$ cat config.mk
export PLATFORM = sky130hd
export DESIGN_NAME = boid_frame_writer
export DESIGN_NICKNAME = d
export VERILOG_FILES = /design/src/rtl/boid_frame_writer_pkg.sv /design/src/rtl/boid_frame_writer_rising_edge.sv /design/src/rtl/boid_frame_writer.sv
export SDC_FILE = /design/constraint.sdc
export NUM_CORES = 1
export LEC_CHECK = 0
export CORE_ASPECT_RATIO = 2
export CORE_MARGIN = 2
export CORE_UTILIZATION = 45
export CTS_CLUSTER_SIZE = 30
export DETAILED_ROUTE_END_ITERATION = 16
export DONT_BUFFER_PORTS = 1
export GPL_TIMING_DRIVEN = 0
export RECOVER_POWER = 25
export SYNTH_ARGS = -nofsm -noshare
export SYNTH_HDL_FRONTEND = slang
export SYNTH_HIERARCHICAL = 1
export SYNTH_SLANG_ARGS = --single-unit
$ cat constraint.sdc
create_clock -name clk -period 11.05 [get_ports clk]
set_input_delay 2.21 -clock clk [delete_from_list [all_inputs] [get_ports clk]]
set_output_delay 2.21 -clock clk [all_outputs]
set_load 0.02 [all_outputs]
$ cat src/rtl/boid_frame_writer_pkg.sv
// Shared frame-buffer geometry, boid coordinate widths and writer FSM encoding,
// used by the frame writer, the VGA reader and the boid update logic.
package boid_frame_writer_pkg;

  localparam int FB_WIDTH   = 320;
  localparam int FB_HEIGHT  = 240;
  localparam int ADDR_WIDTH = 19;
  localparam int BOID_X_W   = 9;
  localparam int BOID_Y_W   = 8;

  typedef enum logic [2:0] {
    IDLE,
    CLEAR,
    FETCH,
    LATCH,
    PLOT,
    DONE
  } fb_state_t;

  // A single-boid build still needs a 1-bit index port.
  function automatic int idx_width(input int n);
    return (n > 1) ? $clog2(n) : 1;
  endfunction

endpackage

$ cat src/rtl/boid_frame_writer_rising_edge.sv
// Registered rising-edge detector for the screenEnd level coming from the pixel-clock domain.
module fb_rising_edge (
  input  logic clk,
  input  logic reset,
  input  logic level,
  output logic rise
);

  logic level_q;

  // level_q resets high so a level held through reset release is not seen as an edge.
  always_ff @(posedge clk or posedge reset) begin
    if (reset) begin
      level_q <= 1'b1;
      rise    <= 1'b0;
    end else begin
      level_q <= level;
      rise    <= level & ~level_q;
    end
  end

endmodule

$ cat src/rtl/boid_frame_writer.sv
// Per frame: clears the whole frame buffer to 0, then fetches each boid position and
// plots a BOID_SIZE x BOID_SIZE square of 1s, clipping pixels that fall off the screen.
module boid_frame_writer #(
  parameter int NUM_BOIDS  = 16,
  parameter int FB_WIDTH   = boid_frame_writer_pkg::FB_WIDTH,
  parameter int FB_HEIGHT  = boid_frame_writer_pkg::FB_HEIGHT,
  parameter int ADDR_WIDTH = boid_frame_writer_pkg::ADDR_WIDTH,
  parameter int BOID_SIZE  = 2
) (
  input  logic                                                   clk,
  input  logic                                                   reset,
  input  logic                                                   screenEnd,
  output logic [boid_frame_writer_pkg::idx_width(NUM_BOIDS)-1:0] boid_index,
  input  logic [boid_frame_writer_pkg::BOID_X_W-1:0]             boid_x,
  input  logic [boid_frame_writer_pkg::BOID_Y_W-1:0]             boid_y,
  output logic                                                   wr_en,
  output logic [ADDR_WIDTH-1:0]                                  wr_address,
  output logic                                                   wr_data,
  output logic                                                   busy,
  output logic                                                   frame_done,
  output logic                                                   overrun
);
  import boid_frame_writer_pkg::*;

  localparam int IW = idx_width(NUM_BOIDS);
  localparam int SW = $clog2(BOID_SIZE + 1);
  localparam logic [ADDR_WIDTH-1:0] LAST_ADDR = ADDR_WIDTH'(FB_WIDTH * FB_HEIGHT - 1);
  localparam logic [SW-1:0]         LAST_D    = SW'(BOID_SIZE - 1);
  localparam logic [IW-1:0]         LAST_IDX  = IW'(NUM_BOIDS - 1);

  fb_state_t             state;
  logic                  start;
  logic [BOID_X_W-1:0]   bx;
  logic [BOID_Y_W-1:0]   by;
  logic [SW-1:0]         dx, dy, ndx, ndy;
  logic [ADDR_WIDTH-1:0] px, py, pix_addr;
  logic                  pix_ok;

  fb_rising_edge u_edge (
    .clk   (clk),
    .reset (reset),
    .level (screenEnd),
    .rise  (start)
  );

  assign busy = (state != IDLE);

  // Pixel issued on the next edge: (0,0) straight off the read port in LATCH,
  // otherwise the successor of the current (dx,dy) with dx running fastest.
  always_comb begin
    ndx = '0;
    ndy = '0;
    px  = ADDR_WIDTH'(boid_x);
    py  = ADDR_WIDTH'(boid_y);
    if (state == PLOT) begin
      px = ADDR_WIDTH'(bx);
      py = ADDR_WIDTH'(by);
      if (dx == LAST_D) begin
        ndy = dy + 1'b1;
      end else begin
        ndx = dx + 1'b1;
        ndy = dy;
      end
    end
    px       = px + ADDR_WIDTH'(ndx);
    py       = py + ADDR_WIDTH'(ndy);
    pix_ok   = (px < ADDR_WIDTH'(FB_WIDTH)) && (py < ADDR_WIDTH'(FB_HEIGHT));
    pix_addr = px + ADDR_WIDTH'(FB_WIDTH) * py;
  end

  always_ff @(posedge clk or posedge reset) begin
    if (reset) begin
      state      <= IDLE;
      wr_en      <= 1'b0;
      wr_address <= '0;
      wr_data    <= 1'b0;
      boid_index <= '0;
      frame_done <= 1'b0;
      overrun    <= 1'b0;
      bx         <= '0;
      by         <= '0;
      dx         <= '0;
      dy         <= '0;
    end else begin
      frame_done <= 1'b0;
      overrun    <= start && (state != IDLE);
      case (state)
        IDLE: begin
          if (start) begin
            state      <= CLEAR;
            wr_en      <= 1'b1;
            wr_data    <= 1'b0;
            wr_address <= '0;
            boid_index <= '0;
          end
        end
        CLEAR: begin
          if (wr_address == LAST_ADDR) begin
            state <= FETCH;
            wr_en <= 1'b0;
          end else begin
            wr_address <= wr_address + 1'b1;
          end
        end
        FETCH: state <= LATCH;
        LATCH: begin
          bx         <= boid_x;
          by         <= boid_y;
          dx         <= '0;
          dy         <= '0;
          wr_en      <= pix_ok;
          wr_data    <= 1'b1;
          wr_address <= pix_addr;
          state      <= PLOT;
        end
        PLOT: begin
          if (dx == LAST_D && dy == LAST_D) begin
            wr_en <= 1'b0;
            if (boid_index == LAST_IDX) begin
              state      <= DONE;
              frame_done <= 1'b1;
            end else begin
              boid_index <= boid_index + 1'b1;
              state      <= FETCH;
            end
          end else begin
            dx         <= ndx;
            dy         <= ndy;
            wr_en      <= pix_ok;
            wr_address <= pix_addr;
          end
        end
        DONE:    state <= IDLE;
        default: state <= IDLE;
      endcase
    end
  end

endmodule

==> run metrics <==
syn nets=584; Synth Flop Type=dfrtp_1; register bit total from synthesis=53; setup TNS=0 ps; Die X=73.4 µm; DR iter-0 viols=279; CTS Buffer Depth=2; final hold violation count=0; Synth warnings=6; number of top-level pins=48; commonest non-fill, non-tap cell in the layout=nand2_1; largest net degree at the start of global routing=34; Antenna Nets Post-Route=0; Global Route Usage Sum=24.7%; FFs w/ async S/R, synth=100%; sequential share of the synthesized area=30.7%; most frequent cells in the layout=86 x nand2_1, 57 x nor2_1, 52 x dfrtp_1; RSZ-0062 raised after global routing=false; relative slew slack=2.20%; Pwr Density=112 nW/µm²; Slew Limit Fails=0; RR Startpoint=state[1]$_DFFE_PP0P_; core box area=9380 µm²; DP Cell Count=643; area delta synth->final=7.08%; storage element area=1330 µm²; Layout Nets=592; Avg Cell Area, Syn=8.05 µm²; Netlist cell types=73; post-synth top area share=30.0%; post_cts resized=0; Leakage=1.92 nW; dpl hpwl=9820 µm; Layout fillers=941; Tightest Pin Transition=1460 ps; area of the multi-input gates=2820 µm²; CP Capture Type=flop; reported max-cap violation count=0; Syn Std Cell Area=4330 µm²; Final Cell Area=4640 µm²; crit path DAT=7170 ps; first-pass GRT wire length=19900 µm; WP buf/inv=3; IO buf count=0; routed via count=4067; Crit-path slowest cell=nor3b_1; die area=10500 µm²; CTS tree=yes; Critical Path, Cell by Cell=nor3b_1, clkbuf_1, clkbuf_1, buf_2, nand2_1, nand2_1, ha_1, fa_1, nand3_1, xnor2_1, nor2_1, a21oi_1, ha_1, fa_1, nand2_1, o311ai_0, nor3b_1, xor2_1, a21oi_1, o21ai_0; status=finished, final reports clean; final setup vio count=0; Worst EP required=11260 ps; crit share post-route=63.0%; crit path launch=state[1]$_DFFE_PP0P_; biggest area consumer among synthesized cells=dfrtp_1; Initial Util=46.1%; Synth area leaders=dfrtp_1 30%, nand2_1 7.5%, ha_1 6.4%; Setup crit start kind=flop; vias in the first global route=4064; CTS root buf=clkbuf_16; CTS sink cnt=53; VDD IR max=0.0944 mV; Die Span Y=143 µm; critical path class=reg -> reg; Max Freq=0.144 GHz; instance count of the mapped netlist=538; initial antenna violation count=0; post-layout minimum cycle time=6960 ps; dpl cell area=4480 µm²; CTS buffer count=5; Avg WL per Cell=19.1 µm; Setup Buffers After CTS=0; R2R Setup Slk=4090 ps; CTS H-tree lvls=2; CP dominant cell by count=nand2_1; ANT cells=0; Clock Skew=7.76 ps; GP Congestion=0.944; share of layout cells above drive strength 1=6.76%; grt total ovfl=0; non-filler cells in the finished layout=651; hold-fix buffers at CTS=0; # rows=50; clock slew at reported path FFs=70 ps; DRC=0; CP Max Fanout=10; drt pass-1 iters=5; clock latency on the worst-skew pair=300 ps; final wirelength=12400 µm; HP Start=by[1]$_DFFE_PP0P_; number of flops mapped to enable cells by yosys=0; HP Class=reg -> reg; CP peak stage delay=1190 ps; delay-heaviest family, CP=simple AND/OR/NAND/NOR gates; vias per inst=6.25
[power breakdown]
group	leakage [nW]	switching (W)	internal, W
Clock	0.0890	0.0000767	0.000115
Sequential	0.642	0.0000193	0.000201
Combinational	1.19	0.0000669	0.0000388
[cell usage after synthesis (6+ instances only)]
master	count
nand2_1	86
nor2_1	57
dfrtp_1	52
o21ai_0	44
a21oi_1	29
nand3_1	24
ha_1	22
inv_1	17
xnor2_1	17
a31oi_1	15
nor3_1	15
nand4_1	14
xor2_1	13
clkbuf_1	8
mux2i_1	8
nand2b_1	6
nor4_1	6
[metal layers]
layer | track usage, % | part of all wire (%) | up-vias
li1 | - | - | 1951
met1 | 25.3 | 36 | 1952
met2 | 46.1 | 55 | 126
met3 | 4.09 | 4.7 | 38
met4 | 12.6 | 4.1 | 0
met5 | 0 | 0 | -
[worst paths after layout]
kind,endpoint,cells past startpoint
setup reg to reg,wr_address[13]$_DFFE_PP0P_,20
max in group asynchronous,bx[7]$_DFFE_PP0P_,2
hold / removal,by[1]$_DFFE_PP0P_,2
hold reg to reg,by[1]$_DFFE_PP0P_,2
setup / recovery,wr_address[13]$_DFFE_PP0P_,20
min in group asynchronous,u_edge/rise$_DFF_PP0_,1
[area by class of cell]
| type | instances | area share [%] |
|---|---|---|
| Tap cell | 104 | 2.81 |
| Clock buffer | 6 | 3.00 |
| Buffer | 19 | 2.10 |
| Clock inverter | 2 | 0.890 |
| Inverter | 17 | 1.38 |
| Timing Repair Buffer | 1 | 0.432 |
| Multi-Input combinational cell | 449 | 60.8 |
| Sequential cell | 53 | 28.6 |
[sequential cells by signal, indices dropped and copies added (netlist names)]
signal          cells
bx                  9
boid_index          4
wr_en               1
overrun             1
wr_address         19
wr_data             1
by                  8
dy                  2
state               3
u_edge/level_q      1
frame_done          1
u_edge/rise         1
dx                  2
[kinds of logic (layout without fill, tap and decap cells)]
| family | Yosys count | in the layout | share of synthesized area, % |
|---|---|---|---|
| adders and majority gates | 26 | 26 | 8.21 |
| AOI/OAI and AO/OA | 134 | 134 | 20.2 |
| xor gates and xnor gates | 31 | 31 | 6.44 |
| muxes | 12 | 12 | 2.89 |
| and+or+nand+nor | 246 | 246 | 27.8 |
| DFF | 53 | 53 | 30.7 |
| buffers and inverters | 36 | 45 | 3.84 |
[per-stage QoR]
stage                     setup slack [ps]  util, %  hold slack (ps)  power, W
final                                 4090     49.4              475  0.000517
after global routing                  3660     49.4              494  0.000543
after CTS                             5200     49.7              482  0.000523
after detailed placement              4910     47.7              462  0.000329
after global placement                4940     47.5              458  0.000327
after floorplan                       5510        -              446  0.000300
[tightest hold or removal path, stage by stage (launching register included)]
cell and delay (ps):
dfrtp_1 340, nand2_1 50, nand2_1 50
(Power assumes the default switching activity.)
